<file path="config.mk">
export PLATFORM = sky130hd
export DESIGN_NAME = mips_mc_core
export DESIGN_NICKNAME = d
export VERILOG_FILES = /design/src/rtl/mips_pkg.sv /design/src/rtl/mips_alu.sv /design/src/rtl/mips_mc_core.sv
export SDC_FILE = /design/constraint.sdc
export NUM_CORES = 1
export LEC_CHECK = 0
export BUFFER_PORTS_ARGS = -buffer_cell sky130_fd_sc_hd__buf_2
export CAP_MARGIN = 20
export CORE_MARGIN = 1
export CORE_UTILIZATION = 62
export DETAILED_ROUTE_END_ITERATION = 10
export PLACE_DENSITY = 0.92
export SKIP_LAST_GASP = 1
export SLEW_MARGIN = 15
export SYNTH_ARGS = -nofsm -noshare
export SYNTH_HDL_FRONTEND = slang
export SYNTH_SLANG_ARGS = --single-unit
</file>
<file path="constraint.sdc">
create_clock -name clk -period 16.5 [get_ports clk]
set_clock_uncertainty 0.15 [all_clocks]
set_input_delay 0.825 -clock clk [delete_from_list [all_inputs] [get_ports clk]]
set_output_delay 0.825 -clock clk [all_outputs]
set_load 0.02 [all_outputs]
</file>
<file path="src/rtl/mips_pkg.sv">
// Shared definitions for the multicycle MIPS core: FSM states, opcode/funct
// encodings, ALU operations and immediate sign extension.
package mips_pkg;

  typedef enum logic [2:0] {
    S_FETCH,
    S_DECODE,
    S_EXEC,
    S_MEM,
    S_WB,
    S_HALT
  } state_t;

  typedef enum logic [2:0] {
    ALU_ADD,
    ALU_SUB,
    ALU_AND,
    ALU_OR,
    ALU_SLT
  } alu_op_t;

  localparam logic [5:0] OP_RTYPE = 6'h00;
  localparam logic [5:0] OP_J     = 6'h02;
  localparam logic [5:0] OP_BEQ   = 6'h04;
  localparam logic [5:0] OP_ADDI  = 6'h08;
  localparam logic [5:0] OP_LW    = 6'h23;
  localparam logic [5:0] OP_SW    = 6'h2B;

  localparam logic [5:0] FN_ADD = 6'h20;
  localparam logic [5:0] FN_SUB = 6'h22;
  localparam logic [5:0] FN_AND = 6'h24;
  localparam logic [5:0] FN_OR  = 6'h25;
  localparam logic [5:0] FN_SLT = 6'h2A;

  // Wide result so callers can size-cast down to any XLEN up to 64.
  function automatic logic [63:0] sign_ext16(input logic [15:0] imm);
    return {{48{imm[15]}}, imm};
  endfunction

endpackage

</file>
<file path="src/rtl/mips_alu.sv">
// Combinational XLEN-bit ALU: add, sub, and, or, signed set-less-than.
module mips_alu
  import mips_pkg::*;
#(
  parameter int XLEN = 32
) (
  input  logic [XLEN-1:0] a,
  input  logic [XLEN-1:0] b,
  input  alu_op_t         op,
  output logic [XLEN-1:0] y,
  output logic            zero
);

  always_comb begin
    y = '0;
    case (op)
      ALU_ADD: y = a + b;
      ALU_SUB: y = a - b;
      ALU_AND: y = a & b;
      ALU_OR:  y = a | b;
      ALU_SLT: y = {{(XLEN-1){1'b0}}, ($signed(a) < $signed(b))};
      default: y = '0;
    endcase
  end

  assign zero = (y == '0);

endmodule

</file>
<file path="src/rtl/mips_mc_core.sv">
// Multicycle MIPS core: one FSM steps fetch/decode/execute/memory/writeback,
// tolerating wait states on both memory handshakes.
module mips_mc_core
  import mips_pkg::*;
#(
  parameter int PC_W = 8,
  parameter int XLEN = 32
) (
  input  logic            clk,
  input  logic            rst_n,
  output logic            imem_req,
  output logic [PC_W-1:0] imem_addr,
  input  logic            imem_ack,
  input  logic [31:0]     imem_rdata,
  output logic            dmem_req,
  output logic            dmem_we,
  output logic [XLEN-1:0] dmem_addr,
  output logic [XLEN-1:0] dmem_wdata,
  input  logic            dmem_ack,
  input  logic [XLEN-1:0] dmem_rdata,
  output logic [4:0]      rf_ra1,
  output logic [4:0]      rf_ra2,
  input  logic [XLEN-1:0] rf_rd1,
  input  logic [XLEN-1:0] rf_rd2,
  output logic            rf_we,
  output logic [4:0]      rf_wa,
  output logic [XLEN-1:0] rf_wd,
  output logic [PC_W-1:0] pc,
  output logic            retired,
  output logic            halted,
  output logic            illegal
);

  state_t          state_reg;
  logic [PC_W-1:0] pc_reg;
  logic [31:0]     ir_reg;
  logic [XLEN-1:0] a_reg;
  logic [XLEN-1:0] b_reg;
  logic [XLEN-1:0] alu_out_reg;
  logic [XLEN-1:0] mdr_reg;
  logic            run_reg;
  logic            illegal_reg;

  logic [5:0]      op;
  logic [5:0]      funct;
  logic [4:0]      rt;
  logic [4:0]      rd;
  logic [4:0]      wb_addr;
  logic [XLEN-1:0] imm_ext;
  logic [XLEN-1:0] alu_b;
  logic [XLEN-1:0] alu_y;
  logic            alu_zero;
  alu_op_t         alu_op;
  logic            legal;

  assign op      = ir_reg[31:26];
  assign funct   = ir_reg[5:0];
  assign rt      = ir_reg[20:16];
  assign rd      = ir_reg[15:11];
  assign imm_ext = XLEN'(sign_ext16(ir_reg[15:0]));

  always_comb begin
    legal  = 1'b0;
    alu_op = ALU_ADD;
    case (op)
      OP_RTYPE: begin
        legal = 1'b1;
        case (funct)
          FN_ADD:  alu_op = ALU_ADD;
          FN_SUB:  alu_op = ALU_SUB;
          FN_AND:  alu_op = ALU_AND;
          FN_OR:   alu_op = ALU_OR;
          FN_SLT:  alu_op = ALU_SLT;
          default: legal = 1'b0;
        endcase
      end
      OP_ADDI, OP_LW, OP_SW, OP_J: legal = 1'b1;
      OP_BEQ: begin
        legal  = 1'b1;
        alu_op = ALU_SUB;
      end
      default: legal = 1'b0;
    endcase
  end

  // R-type and beq compare registers; everything else uses the immediate.
  assign alu_b = (op == OP_RTYPE || op == OP_BEQ) ? b_reg : imm_ext;

  mips_alu #(.XLEN(XLEN)) u_alu (
    .a    (a_reg),
    .b    (alu_b),
    .op   (alu_op),
    .y    (alu_y),
    .zero (alu_zero)
  );

  always_ff @(posedge clk or negedge rst_n) begin
    if (!rst_n) begin
      state_reg   <= S_FETCH;
      pc_reg      <= '0;
      ir_reg      <= '0;
      a_reg       <= '0;
      b_reg       <= '0;
      alu_out_reg <= '0;
      mdr_reg     <= '0;
      run_reg     <= 1'b0;
      illegal_reg <= 1'b0;
    end else if (!run_reg) begin
      run_reg <= 1'b1;
    end else begin
      case (state_reg)
        S_FETCH: begin
          if (imem_ack) begin
            ir_reg    <= imem_rdata;
            pc_reg    <= pc_reg + PC_W'(1);
            state_reg <= S_DECODE;
          end
        end
        S_DECODE: begin
          a_reg <= rf_rd1;
          b_reg <= rf_rd2;
          if (!legal) begin
            illegal_reg <= 1'b1;
            state_reg   <= S_HALT;
          end else if (op == OP_J) begin
            pc_reg    <= ir_reg[PC_W-1:0];
            state_reg <= S_FETCH;
          end else begin
            state_reg <= S_EXEC;
          end
        end
        S_EXEC: begin
          alu_out_reg <= alu_y;
          if (op == OP_BEQ) begin
            // pc already points past the branch, so the offset is relative to it.
            if (alu_zero) pc_reg <= pc_reg + imm_ext[PC_W-1:0];
            state_reg <= S_FETCH;
          end else if (op == OP_LW || op == OP_SW) begin
            state_reg <= S_MEM;
          end else begin
            state_reg <= S_WB;
          end
        end
        S_MEM: begin
          if (dmem_ack) begin
            if (op == OP_SW) begin
              state_reg <= S_FETCH;
            end else begin
              mdr_reg   <= dmem_rdata;
              state_reg <= S_WB;
            end
          end
        end
        S_WB:    state_reg <= S_FETCH;
        S_HALT:  state_reg <= S_HALT;
        default: state_reg <= S_HALT;
      endcase
    end
  end

  assign wb_addr = (op == OP_RTYPE) ? rd : rt;

  // Requests and strobes are gated by rst_n so they drop the instant reset asserts.
  assign imem_req   = rst_n && run_reg && (state_reg == S_FETCH);
  assign imem_addr  = pc_reg;
  assign dmem_req   = rst_n && (state_reg == S_MEM);
  assign dmem_we    = (state_reg == S_MEM) && (op == OP_SW);
  assign dmem_addr  = alu_out_reg;
  assign dmem_wdata = b_reg;
  assign rf_ra1     = ir_reg[25:21];
  assign rf_ra2     = ir_reg[20:16];
  assign rf_we      = rst_n && (state_reg == S_WB) && (wb_addr != 5'd0);
  assign rf_wa      = wb_addr;
  assign rf_wd      = (op == OP_LW) ? mdr_reg : alu_out_reg;
  assign pc         = pc_reg;
  assign halted     = (state_reg == S_HALT);
  assign illegal    = illegal_reg;

  assign retired = rst_n && (
      ((state_reg == S_DECODE) && legal && (op == OP_J)) ||
      ((state_reg == S_EXEC) && (op == OP_BEQ)) ||
      ((state_reg == S_MEM) && dmem_ack && (op == OP_SW)) ||
      (state_reg == S_WB));

endmodule

</file>
# Word level (Yosys, flattened, before mapping)
# Index checks and enable logic that the tools add are counted.
[op_classes]
addsub = 4
bitwise = 4
reduce_logical = 32
magnitude_cmp = 1
eq_ne = 25
n_mul = 0
shift = 0
n_mux = 22
div = 0
[ops]
columns = ["cell", "count"]
rows = [
  ["case mux 32 bit (5 select lines)", 1],
  ["2-to-1 mux 32 bit", 2],
  ["== test 6 bit, second input constant", 7],
  ["2-to-1 mux 8 bit", 5],
  ["adder 32 bit", 1],
  ["AND 32 bit", 1],
  ["logical NOT 32 bit", 1],
  ["< comparator 32 bit", 1],
  ["OR 32 bit", 1],
  ["subtractor 32 bit", 1],
  ["case mux 8 bit (3 select lines)", 1],
  ["2-to-1 mux 3 bit", 6],
  ["case mux 3 bit (5 select lines)", 1],
  ["== test 3 x 2 -> 1 bit, second input constant", 4],
  ["logical AND 1 bit", 12],
  ["inequality test 2 bit, second input constant", 6],
  ["case mux 3 bit (4 select lines)", 1],
  ["OR reduction 5 bit", 2],
  ["== test 3 bit, second input constant", 3],
  ["AND reduction 3 bit", 3],
  ["adder 8 x 1 -> 8 bit, second input constant", 1],
  ["adder 8 bit", 1],
  ["AND reduction 7 bit", 1],
  ["== test 3 x 1 -> 1 bit, second input constant", 2],
  ["other kinds (16)", 23],
]
[word_totals]
inputBits = 132
n_memories = 0
latchBits = 0
ram_bits = 0
regBits = 173
word_cells = 97
mem_bits_ro = 0

# Longest topological paths before layout
# Gate-level depths: netlist of run 1.
[logic_depth]
word_depth = 10
mapped_depth = 23
depth_no_buf = 19

# By module
# From an unflattened synthesis of run 1, not the netlist that was laid out.
[unflattened]
hier_cells = 1431
hier_area_um2 = 13536.7
[modules_own_cells]
columns = ["module", "seq_area_each_um2", "cells_each", "area_each_um2", "n_inst"]
rows = [
  ["mips_mc_core", 4329.2, 631, 8300.5, 1],
  ["mips_alu", 0.0, 800, 5236.3, 1],
]

# Least setup slack after synthesis of run 1
# Ideal clock, no wire load.
[synth_timing]
path_kind = "register to register"
from = "reg ir_reg[29]"
to = "reg pc_reg[3] (netlist: imem_addr[3])"
path_stages_with_launch = 21
setup_slack_ns = 11.035
path_buffers = 3
setup_ns = 0.128
synth_period_minus_slack_ns = 5.465
t_required_ns = 16.222
arrival_ns = 5.187
path_cell_list = "dfrtp_1 > nor4_2 > buf_4 > and2_1 > buf_2 > buf_1 > mux2_2 > inv_1 > ha_1 > o21ba_2 > or4_1 > a211oi_1 > o21ai_1 > a21oi_1 > mux2_2 > a211oi_1 > o2111ai_1 > nor4_1 > nand4_1 > nand2_4 > mux2_1"
[synth_via]
elab_chain_cells = 8
elab_cells_between_ends = 28
[synth_rtl]
columns = ["element", "line", "text"]
rows = [
  ["start, declared", "mips_mc_core.sv:36", "logic [31:0] ir_reg;"],
  ["start signal, assigned", "mips_mc_core.sv:114", "ir_reg <= imem_rdata;"],
  ["== test 6 x 3 -> 1 bit or logical NOT 6 bit (tied branches)", "mips_mc_core.sv:65, mips_mc_core.sv:87, mips_mc_core.sv:134", ""],
  ["logical OR 1 bit", "mips_mc_core.sv:87", "assign alu_b = (op == OP_RTYPE || op == OP_BEQ) ? b_reg : imm_ext;"],
  ["2-to-1 mux 32 bit", "mips_mc_core.sv:87", ""],
  ["subtractor 32 bit (tied with other cells)", "mips_alu.sv:18", "ALU_SUB: y = a - b;"],
  ["case mux 32 bit (5 select lines)", "mips_alu.sv:16", "case (op)"],
  ["logical NOT 32 bit", "mips_alu.sv:26", "assign zero = (y == '0);"],
  ["inequality test 2 bit (no line)", "-", ""],
  ["AND reduction 7 bit (no line) *", "-", ""],
  ["end signal, assigned", "mips_mc_core.sv:115", "pc_reg <= pc_reg + PC_W'(1);"],
  ["end signal, assigned", "mips_mc_core.sv:126", "pc_reg <= ir_reg[PC_W-1:0];"],
  ["end signal, assigned", "mips_mc_core.sv:136", "if (alu_zero) pc_reg <= pc_reg + imm_ext[PC_W-1:0];"],
  ["end, declared", "mips_mc_core.sv:35", "logic [PC_W-1:0] pc_reg;"],
]
# Every way passes the cells marked *; elsewhere a longest branch is shown, timed or not.
# A chain may end at the register's enable or synchronous reset.

# Worst setup path in the final report of run 1
# Same ends and word-level chain as after synthesis.

==> results of run 1 <==
worst max-delay path by stage:
stage	start	to	slack, ns	depth (start not counted)
final	ir_reg[29]	imem_addr[3]	9.78	19
after global routing	ir_reg[29]	imem_addr[3]	9.62	21
after CTS	ir_reg[29]	imem_addr[3]	9.97	21
after detailed placement	ir_reg[29]	imem_addr[3]	10.02	21
after global placement	ir_reg[29]	imem_addr[3]	10.12	21
after floorplan	ir_reg[29]	imem_addr[3]	11.04	20
metrics by stage:
| stage | utilization, % | hold WS [ns] |
|---|---|---|
| floorplan | - | 0.324 |
| global placement | 68.9 | 0.284 |
| detailed placement | 68.9 | 0.296 |
| CTS | 71.4 | 0.307 |
| global route | 71.4 | 0.318 |
| finish | 71.4 | 0.308 |
routing by layer:
metal	routed length (um)	GRT usage, %	up-vias
li1	-	-	5817
met1	18100	51.0	6249
met2	21300	65.8	773
met3	4310	8.21	165
met4	1900	18.0	0
met5	0	0	-
area by class of cell:
| type | instances | share of cell area, % |
|---|---|---|
| Multi-Input combinational cell | 1128 | 54.4 |
| Sequential cell | 173 | 27.9 |
| Timing Repair Buffer | 281 | 9.35 |
| Clock buffer | 18 | 2.83 |
| Clock inverter | 12 | 0.717 |
| Tap cell | 280 | 2.25 |
| Inverter | 106 | 2.56 |
critical path, stage by stage (launching register included):
cell and delay (ns):
dfrtp_1 0.44, nor4_2 0.30, buf_4 0.24, and2_1 0.17, buf_4 0.47, mux2_2 0.44
inv_1 0.09, ha_1 0.35, nor2_1 0.11, a2111oi_0 0.89, o311ai_1 0.23, o21ai_1 0.42
a21oi_1 0.28, and2_1 0.24, o32ai_1 0.12, o211ai_1 0.19, a2111oi_1 0.55, nand4_1 0.30
nand2_4 0.25, mux2_1 0.34
cell usage in the layout, fill, tap and decap left out, types with 5 or more instances in the layout:
master and n:
nand2_1 107, dfrtp_1 173, inv_1 105, clkbuf_16 17, nor2_1 102, nor3_1 28, nor2b_1 13, a211o_1 7
buf_4 16, a21oi_1 109, a221oi_1 6, mux2i_1 7, and2_1 12, mux2_2 164, nand2b_1 10, o21bai_1 10
a211oi_1 20, o21ai_0 103, o31a_1 5, o21a_1 8, ha_1 118, or4_1 7, o211ai_1 15, a31oi_1 16
nand4_1 16, o31ai_1 19, mux2_4 6, and3_1 5, xnor2_1 17, nor4_1 11, or3_1 12, o21ai_1 8
o22ai_1 5, nand3_1 20, buf_2 264, a21o_1 42, o32ai_1 6
cell families (layout without fill, tap and decap cells):
| family | after synthesis | count (layout) | synth area share [%] |
|---|---|---|---|
| AO/OA/AOI/OAI | 436 | 436 | 21.1 |
| AND/OR/NAND/NOR | 371 | 371 | 13.2 |
| buffers and inverters | 205 | 417 | 6.87 |
| multiplexers | 178 | 178 | 14.7 |
| flip-flops | 173 | 173 | 31.6 |
| adder cells (fa/ha/maj) | 121 | 121 | 11.2 |
| XOR/XNOR | 21 | 21 | 1.34 |
| other | 1 | 1 | 0.0273 |
==> results.cfg, run 1 <==
[status]
status = complete, no violations

[synthesis]
yosys-top-cells-count = dfrtp_1, mux2_2, ha_1, a21oi_1, nand2_1
synthTopCellsByArea = dfrtp_1, mux2_2, ha_1
syn-num-nets = 1759
synthCells = 1506
synth_area_per_cell_sq_um = 9.11
yosysTopAreaCell = dfrtp_1
yosysWarnings = 0
yosysUniqueCellTypes = 97
ys_seq_area_share_pct = 31.6
synth_flop_cell = dfrtp_1
ys_ff_latch = 173
synth.most_common_cell = dfrtp_1
ys_async_sr_fraction_pct = 100
synth_edf_count = 0
synth_area_sq_mm = 0.0137
yosysTopAreaCellShare_pct = 31.6

[grt]
grt_max_degree = 107
grt_overflow = 0
grt_usage_pct = 40.2
grt_pass1_vias = 12600
grt_pass1_wl_um = 69800
antenna_found_initial = 0

[floorplan]
die_h_um = 151
initial_core_util_pct = 63.1
core_area_sq_mm = 0.0218
die_area_sq_mm = 0.0227
boundaryPins = 266
die_w_um = 151
rows = 54

[critical_path]
cp.required_ns = 16.67
critPathCaptureType = flip-flop
worstSetupStartpointType = flip-flop
criticalPathCategory = reg -> reg
cp_max_fo = 37
r2r-start = ir_reg[29]
r2r_slack_ns = 9.78
r2r_cells = 19
arrival_ns = 6.89
r2r-end = imem_addr[3]

[layout]
nets = 1960
antennaDiodeCount = 0
multi_input_area_sq_mm = 0.00846
layoutNonFillerInstCount = 1998
syn2layout_area_growth_pct = 13.3
drive_above_1_share_pct = 29.9
seq_area_sq_mm = 0.00433
fin_area_sq_mm = 0.0155
fillCellCount = 1630

[timing]
drv_slew = 0
relSlewSlack_pct = 27.0
finalCritPeriodShare_pct = 40.7
hold_viol = 0
setup_viol = 0
clock.fmax_ghz = 0.149
worst_slack_ns = 9.78
tightest_slew_ns = 1.07
finalSetupTns_ns = 0
min_period_ns = 6.72
rsz0062_at_grt = no

[clocking]
cts_resized = 0
post_cts_buffers = 0
htreeDepth = 4
cts_num_sinks = 173
cts.path.max_buffers = 2
root_buffer = clkbuf_16
ctsHoldBuffers = 0
clock_latency_ns = 0.44
cts_tree = yes
numCtsBuffers = 17
cts.clk_slew.worst_paths_ns = 0.07

[placement]
dp.cells = 1967
io_buffers = 265
routabilityCongestion = 1.03
pre_cts_ws_ns = 10.02
dp_hpwl_um = 33900
dpl_cell_area_sq_mm = 0.0150

[route]
first_pass_iters = 7
vias = 13000
routed_via_density = 6.51
drcViolationCount = 0
postRouteAntennaNets = 0
dr.first_iter.drc_count = 1283
routed_wl_um = 45500
wl_per_cell_um = 22.8

[min_path]
min_from = illegal
worstHoldPathCells = 1
min_path_type = reg -> reg
hold-path-endpoint = illegal

[job]
cap_violations = 0
Power of run 1 is left out: the tool's default activity adds up to more than one toggle a clock period on the data nets, which glitch-free logic cannot reach.
==> run 2: changes to the inputs <==
--- a/config.mk
+++ b/config.mk
@@ -8,9 +8,9 @@
 export BUFFER_PORTS_ARGS = -buffer_cell sky130_fd_sc_hd__buf_2
 export CAP_MARGIN = 20
 export CORE_MARGIN = 1
-export CORE_UTILIZATION = 62
+export CORE_UTILIZATION = 57
 export DETAILED_ROUTE_END_ITERATION = 10
-export PLACE_DENSITY = 0.92
+export PLACE_DENSITY = 0.86
 export SKIP_LAST_GASP = 1
 export SLEW_MARGIN = 15
 export SYNTH_ARGS = -nofsm -noshare
==> constraint.sdc (replaced) <==
create_clock -name clk -period 6.7 [get_ports clk]
set_clock_uncertainty 0.15 [all_clocks]
set_input_delay 0.335 -clock clk [delete_from_list [all_inputs] [get_ports clk]]
set_output_delay 0.335 -clock clk [all_outputs]
set_load 0.02 [all_outputs]
==> results.cfg, run 2 (synthesis gave the netlist of run 1 again) <==
[status]
status = complete, no violations

[critical_path]
criticalPathCategory = reg -> reg
startpoint = ir_reg[29]
r2r-end = imem_addr[3]
cp_max_fo = 30
cp_cell_sequence = nor4_2, and2_1, buf_12, mux2_2, inv_1, ha_1, o21ba_2, or4_1, a211oi_1, o21ai_1, a21oi_1, mux2_2, a211oi_1, buf_4, o2111ai_1, nor4_1, nand4_1, nand2_4, mux2_1
arrival_ns = 6.20
worstSetupStartpointType = flip-flop
cpPeakStageDelay_ns = 0.57
cp.required_ns = 6.87
critPathCaptureType = flip-flop
r2r_cells = 19
crit_end = imem_addr[3]
r2r_slack_ns = 0.67
slowest_stage = a211oi_1
r2r-start = ir_reg[29]

[route]
routed_wl_um = 49300
routed_via_density = 6.15
wl_per_cell_um = 22.6
drcViolationCount = 0
postRouteAntennaNets = 0
first_pass_iters = 5
vias = 13400
dr.first_iter.drc_count = 1343

[layout]
drive_above_1_share_pct = 28.5
layout_common_cells = buf_2, dfrtp_1, mux2_2
nets = 2100
final_common_cell = buf_2
syn2layout_area_growth_pct = 23.8
fin_area_sq_mm = 0.0170
layoutNonFillerInstCount = 2180

[clocking]
numCtsBuffers = 17
cts_resized = 0
htreeDepth = 4
cts.path.max_buffers = 2
root_buffer = clkbuf_16
cts.clk_slew.worst_paths_ns = 0.08
post_cts_buffers = 0
clock_latency_ns = 0.44
cts_tree = yes
cts_num_sinks = 173
ctsHoldBuffers = 120

[timing]
drv_slew = 0
rsz0062_at_grt = no
setup_viol = 0
min_period_ns = 6.03
clock.fmax_ghz = 0.166
worst_slack_ns = 0.673
tightest_slew_ns = 0.971
finalCritPeriodShare_pct = 90.0
relSlewSlack_pct = 35.3
finalSetupTns_ns = 0
hold_viol = 0

[grt]
grt_pass1_vias = 13100
gr-usage-met1_pct = 51.8
grt_max_degree = 56
grt_overflow = 0
antenna_found_initial = 1
grt_pass1_wl_um = 74400
grt_use_met3_pct = 6.66
grt_usage_pct = 39.8
met2_usage_pct = 66.5
top_usage_layer = met2

[floorplan]
boundaryPins = 266
core_area_sq_mm = 0.0235
rows = 56
die_area_sq_mm = 0.0247
initial_core_util_pct = 58.3
die_h_um = 157
die_w_um = 157

[placement]
dp_hpwl_um = 34800
dp.cells = 2024
dpl_cell_area_sq_mm = 0.0152
pre_cts_ws_ns = 0.856
io_buffers = 265
routabilityCongestion = 0.985

[min_path]
min_path_type = in -> reg
worstHoldPathCells = 2

[job]
cap_violations = 0
## run 2: cell type report
type	count	area, sq um
repair buffers	421	2820
multi-input cells	1128	8460
inverters	106	398
clock buffers	18	429
well taps	319	399
diodes	1	2.50
clock inverters	14	133
fillers	1737	6560
flip-flops and latches	173	4330
## run 2: metal layers
layer	part of all wire (%)	vias up
met2	47	766
met1	40	6443
met3	8.6	122
met5	0	-
li1	-	6069
met4	3.5	0
## run 2: worst min path at each step
stage,slack [ns],startpoint,endpoint
after CTS,0.002,dmem_rdata[26],mdr_reg[26]
after global routing,0.0001,imem_rdata[0],ir_reg[0]
final,0.003,imem_rdata[0],ir_reg[0]
after detailed placement,0.17,rst_n,dmem_wdata[20]
after global placement,0.16,rst_n,dmem_wdata[21]
after floorplan,-0.11,rst_n,a_reg[0]
## run 2: metrics by stage
step	hold WS (ns)	utilization, %
after floorplan	-0.111	-
after global routing	0.000138	72.1
final	0.00294	72.1
after global placement	0.161	64.5
after CTS	0.00229	72.0
after detailed placement	0.170	64.5
## run 2: critical path, delay by kind of cell, from the launching register on
| kind | cells | cell delay (ns) |
|---|---|---|
| AOI/OAI and AO/OA | 6 | 1.71 |
| and+or+nand+nor | 6 | 1.72 |
| buffers and inverters | 3 | 0.50 |
| adders and majority gates | 1 | 0.27 |
| DFF | 1 | 0.44 |
| muxes | 3 | 1.11 |
Power of run 2 is left out for the same reason.
==> run 3: changes to the inputs <==
--- a/config.mk
+++ b/config.mk
@@ -5,12 +5,14 @@
 export SDC_FILE = /design/constraint.sdc
 export NUM_CORES = 1
 export LEC_CHECK = 0
+export ABC_AREA = 1
 export BUFFER_PORTS_ARGS = -buffer_cell sky130_fd_sc_hd__buf_2
 export CAP_MARGIN = 20
 export CORE_MARGIN = 1
-export CORE_UTILIZATION = 57
+export CORE_UTILIZATION = 58
 export DETAILED_ROUTE_END_ITERATION = 10
-export PLACE_DENSITY = 0.86
+export HOLD_SLACK_MARGIN = 0.02
+export PLACE_DENSITY = 0.87
 export SKIP_LAST_GASP = 1
 export SLEW_MARGIN = 15
 export SYNTH_ARGS = -nofsm -noshare
==> results.cfg, run 3 <==
[layout]
fin_area_sq_mm = 0.0179
nets = 2917
multi_input_area_sq_mm = 0.00830
layoutNonFillerInstCount = 3001
antennaDiodeCount = 0
drive_above_1_share_pct = 13.2
seq_area_sq_mm = 0.00433
layout_common_cells = nand2_1, inv_1, buf_2
fillCellCount = 1923
syn2layout_area_growth_pct = 21.8
final_common_cell = nand2_1

[floorplan]
die_w_um = 161
core_area_sq_mm = 0.0246
die_h_um = 161
die_area_sq_mm = 0.0260
rows = 57
boundaryPins = 266
initial_core_util_pct = 59.7

[grt]
grt_usage_pct = 41.0
grt_overflow = 0
grt_pass1_vias = 15800
antenna_found_initial = 1
grt_max_degree = 97
grt_pass1_wl_um = 83100

[critical_path]
slowest_stage = nor2_2
worstSetupStartpointType = flip-flop
criticalPathCategory = reg -> reg
critPathCaptureType = flip-flop
arrival_ns = 6.04
cp_max_fo = 19
cpPeakStageDelay_ns = 0.56
crit_top_cell = nand2_1
cp.required_ns = 6.89

[placement]
dp.cells = 2843
routabilityCongestion = 0.997
io_buffers = 265
dpl_cell_area_sq_mm = 0.0160
dp_hpwl_um = 37800

[synthesis]
synth_top_family_by_area = simple AND/OR/NAND/NOR gates
yosysWarnings = 0
ys_seq_area_share_pct = 29.5
synth-simple-area-share_pct = 33.8
synth_area_per_cell_sq_um = 6.27
synth-xor-area-share_pct = 0.597
synth_flop_cell = dfrtp_1
synthTopCellsByArea = dfrtp_1, nand2_1, inv_1
synth_area_sq_mm = 0.0147
synth-compound-area-share_pct = 10.6
synthCells = 2341
syn-num-nets = 2594
synth_edf_count = 0
ys_async_sr_fraction_pct = 100
ys_ff_latch = 173
synth.most_common_cell = nand2_1
yosys.area_share.adder_pct = 10.5
yosys-top-cells-count = nand2_1, inv_1, nor2_1, o21ai_0, dfrtp_1
yosysUniqueCellTypes = 47
yosysTopAreaCell = dfrtp_1
yosysTopAreaCellShare_pct = 29.5
muxShareOfSynthArea_pct = 0.844

[route]
first_pass_iters = 6
drcViolationCount = 0
postRouteAntennaNets = 0
routed_wl_um = 53600
wl_per_cell_um = 17.9
routed_via_density = 5.59
vias = 16800
dr.first_iter.drc_count = 1701

[status]
status = complete, no violations

[timing]
min_period_ns = 5.86
relSlewSlack_pct = 28.0
finalSetupTns_ns = 0
holdWs_ns = 0.0420
tightest_slew_ns = 1.08
drv_slew = 0
finalCritPeriodShare_pct = 87.4
rsz0062_at_grt = no
setup_viol = 0
hold_viol = 0
clock.fmax_ghz = 0.171

[clocking]
numCtsBuffers = 17
htreeDepth = 4
root_buffer = clkbuf_16
cts.clk_slew.worst_paths_ns = 0.08
cts_num_sinks = 173
cts_tree = yes
clock_latency_ns = 0.46
cts.path.max_buffers = 2

[power]
leakage_nw = 10.0
power_density_mw_per_mm2 = 124
ir_worst_vdd_uv = 142

[min_path]
min_path_type = in -> reg

[job]
cap_violations = 0
run 3: cell count changes after synthesis, moves of 19 or more:
cell      delta
nand2_1    +701
inv_1      +307
mux2_2     -153
nand3_1    +130
nor2_1      +78
o21ai_0     +77
a21o_1      -42
a21oi_1     -36
a211oi_1    -19
o31ai_1     -19
run 3: power by group:
part | switching (W) | internal [W]
clock | 0.000515 | 0.000537
combinational | 0.0000511 | 0.0000755
sequential | 0.000000425 | 0.00104
total | 0.000566 | 0.00166
run 3: worst max-delay path: cells and delay by family (launching register included):
kind | cells | cell delay [ns]
compound gates | 2 | 0.62
simple gates | 20 | 3.32
flops | 1 | 0.42
fa+ha+maj | 1 | 0.55
buf+inv | 3 | 0.65
run 3: metal layers:
metal | up-vias | GRT usage (%) | part of all wire, %
met5 | - | 0 | 0.024
met3 | 147 | 7.65 | 11
met1 | 7771 | 54.6 | 41
met4 | 2 | 14.6 | 3.5
met2 | 1053 | 66.6 | 45
li1 | 7814 | - | -
run 3: stage by stage:
step,power (W),util [%],setup WS (ns)
finish,0.00222,72.7,0.844
global route,0.00227,72.7,0.420
CTS,0.00221,72.5,1.15
detailed placement,0.00113,65.0,1.17
global placement,0.00113,65.0,1.29
floorplan,0.00107,-,3.01
run 3: final cells by class:
cell class	count	share of cell area, %
clock buffers	18	2.40
repair buffers	397	14.9
multi-input cells	1653	46.4
well taps	324	2.27
inverters	422	8.87
flip-flops and latches	173	24.2
clock inverters	14	0.972
run 3: cell families after synthesis:
family	after synthesis
and+or+nand+nor	1213
other	1
xor gates and xnor gates	10
AOI/OAI and AO/OA	297
DFF	173
adders and majority gates	121
muxes	11
buffers and inverters	515
run 3: path summary, 6_finish.rpt:
check	from	endpoint	slack, ns	cells after the start
setup / recovery	ir_reg[31]	imem_addr[1]	0.84	26
hold / removal	imem_rdata[10]	ir_reg[10]	0.04	3
setup reg to reg	ir_reg[31]	imem_addr[1]	0.84	26
hold reg to reg	illegal	illegal	0.33	1
max in group asynchronous	rst_n	a_reg[7]	4.96	3
min in group asynchronous	rst_n	mdr_reg[30]	0.22	2
run 3: what timing repair did:
| item | in CTS | in global routing |
|---|---|---|
| setup buffers | 0 | 0 |
| endpoints found under the hold margin | 157 | 0 |
| resized for setup | 0 | 0 |
| hold buffers | 124 | 0 |
| setup endpoints to repair | 0 | 0 |
Note: power is estimated with default switching activity, not from simulation.
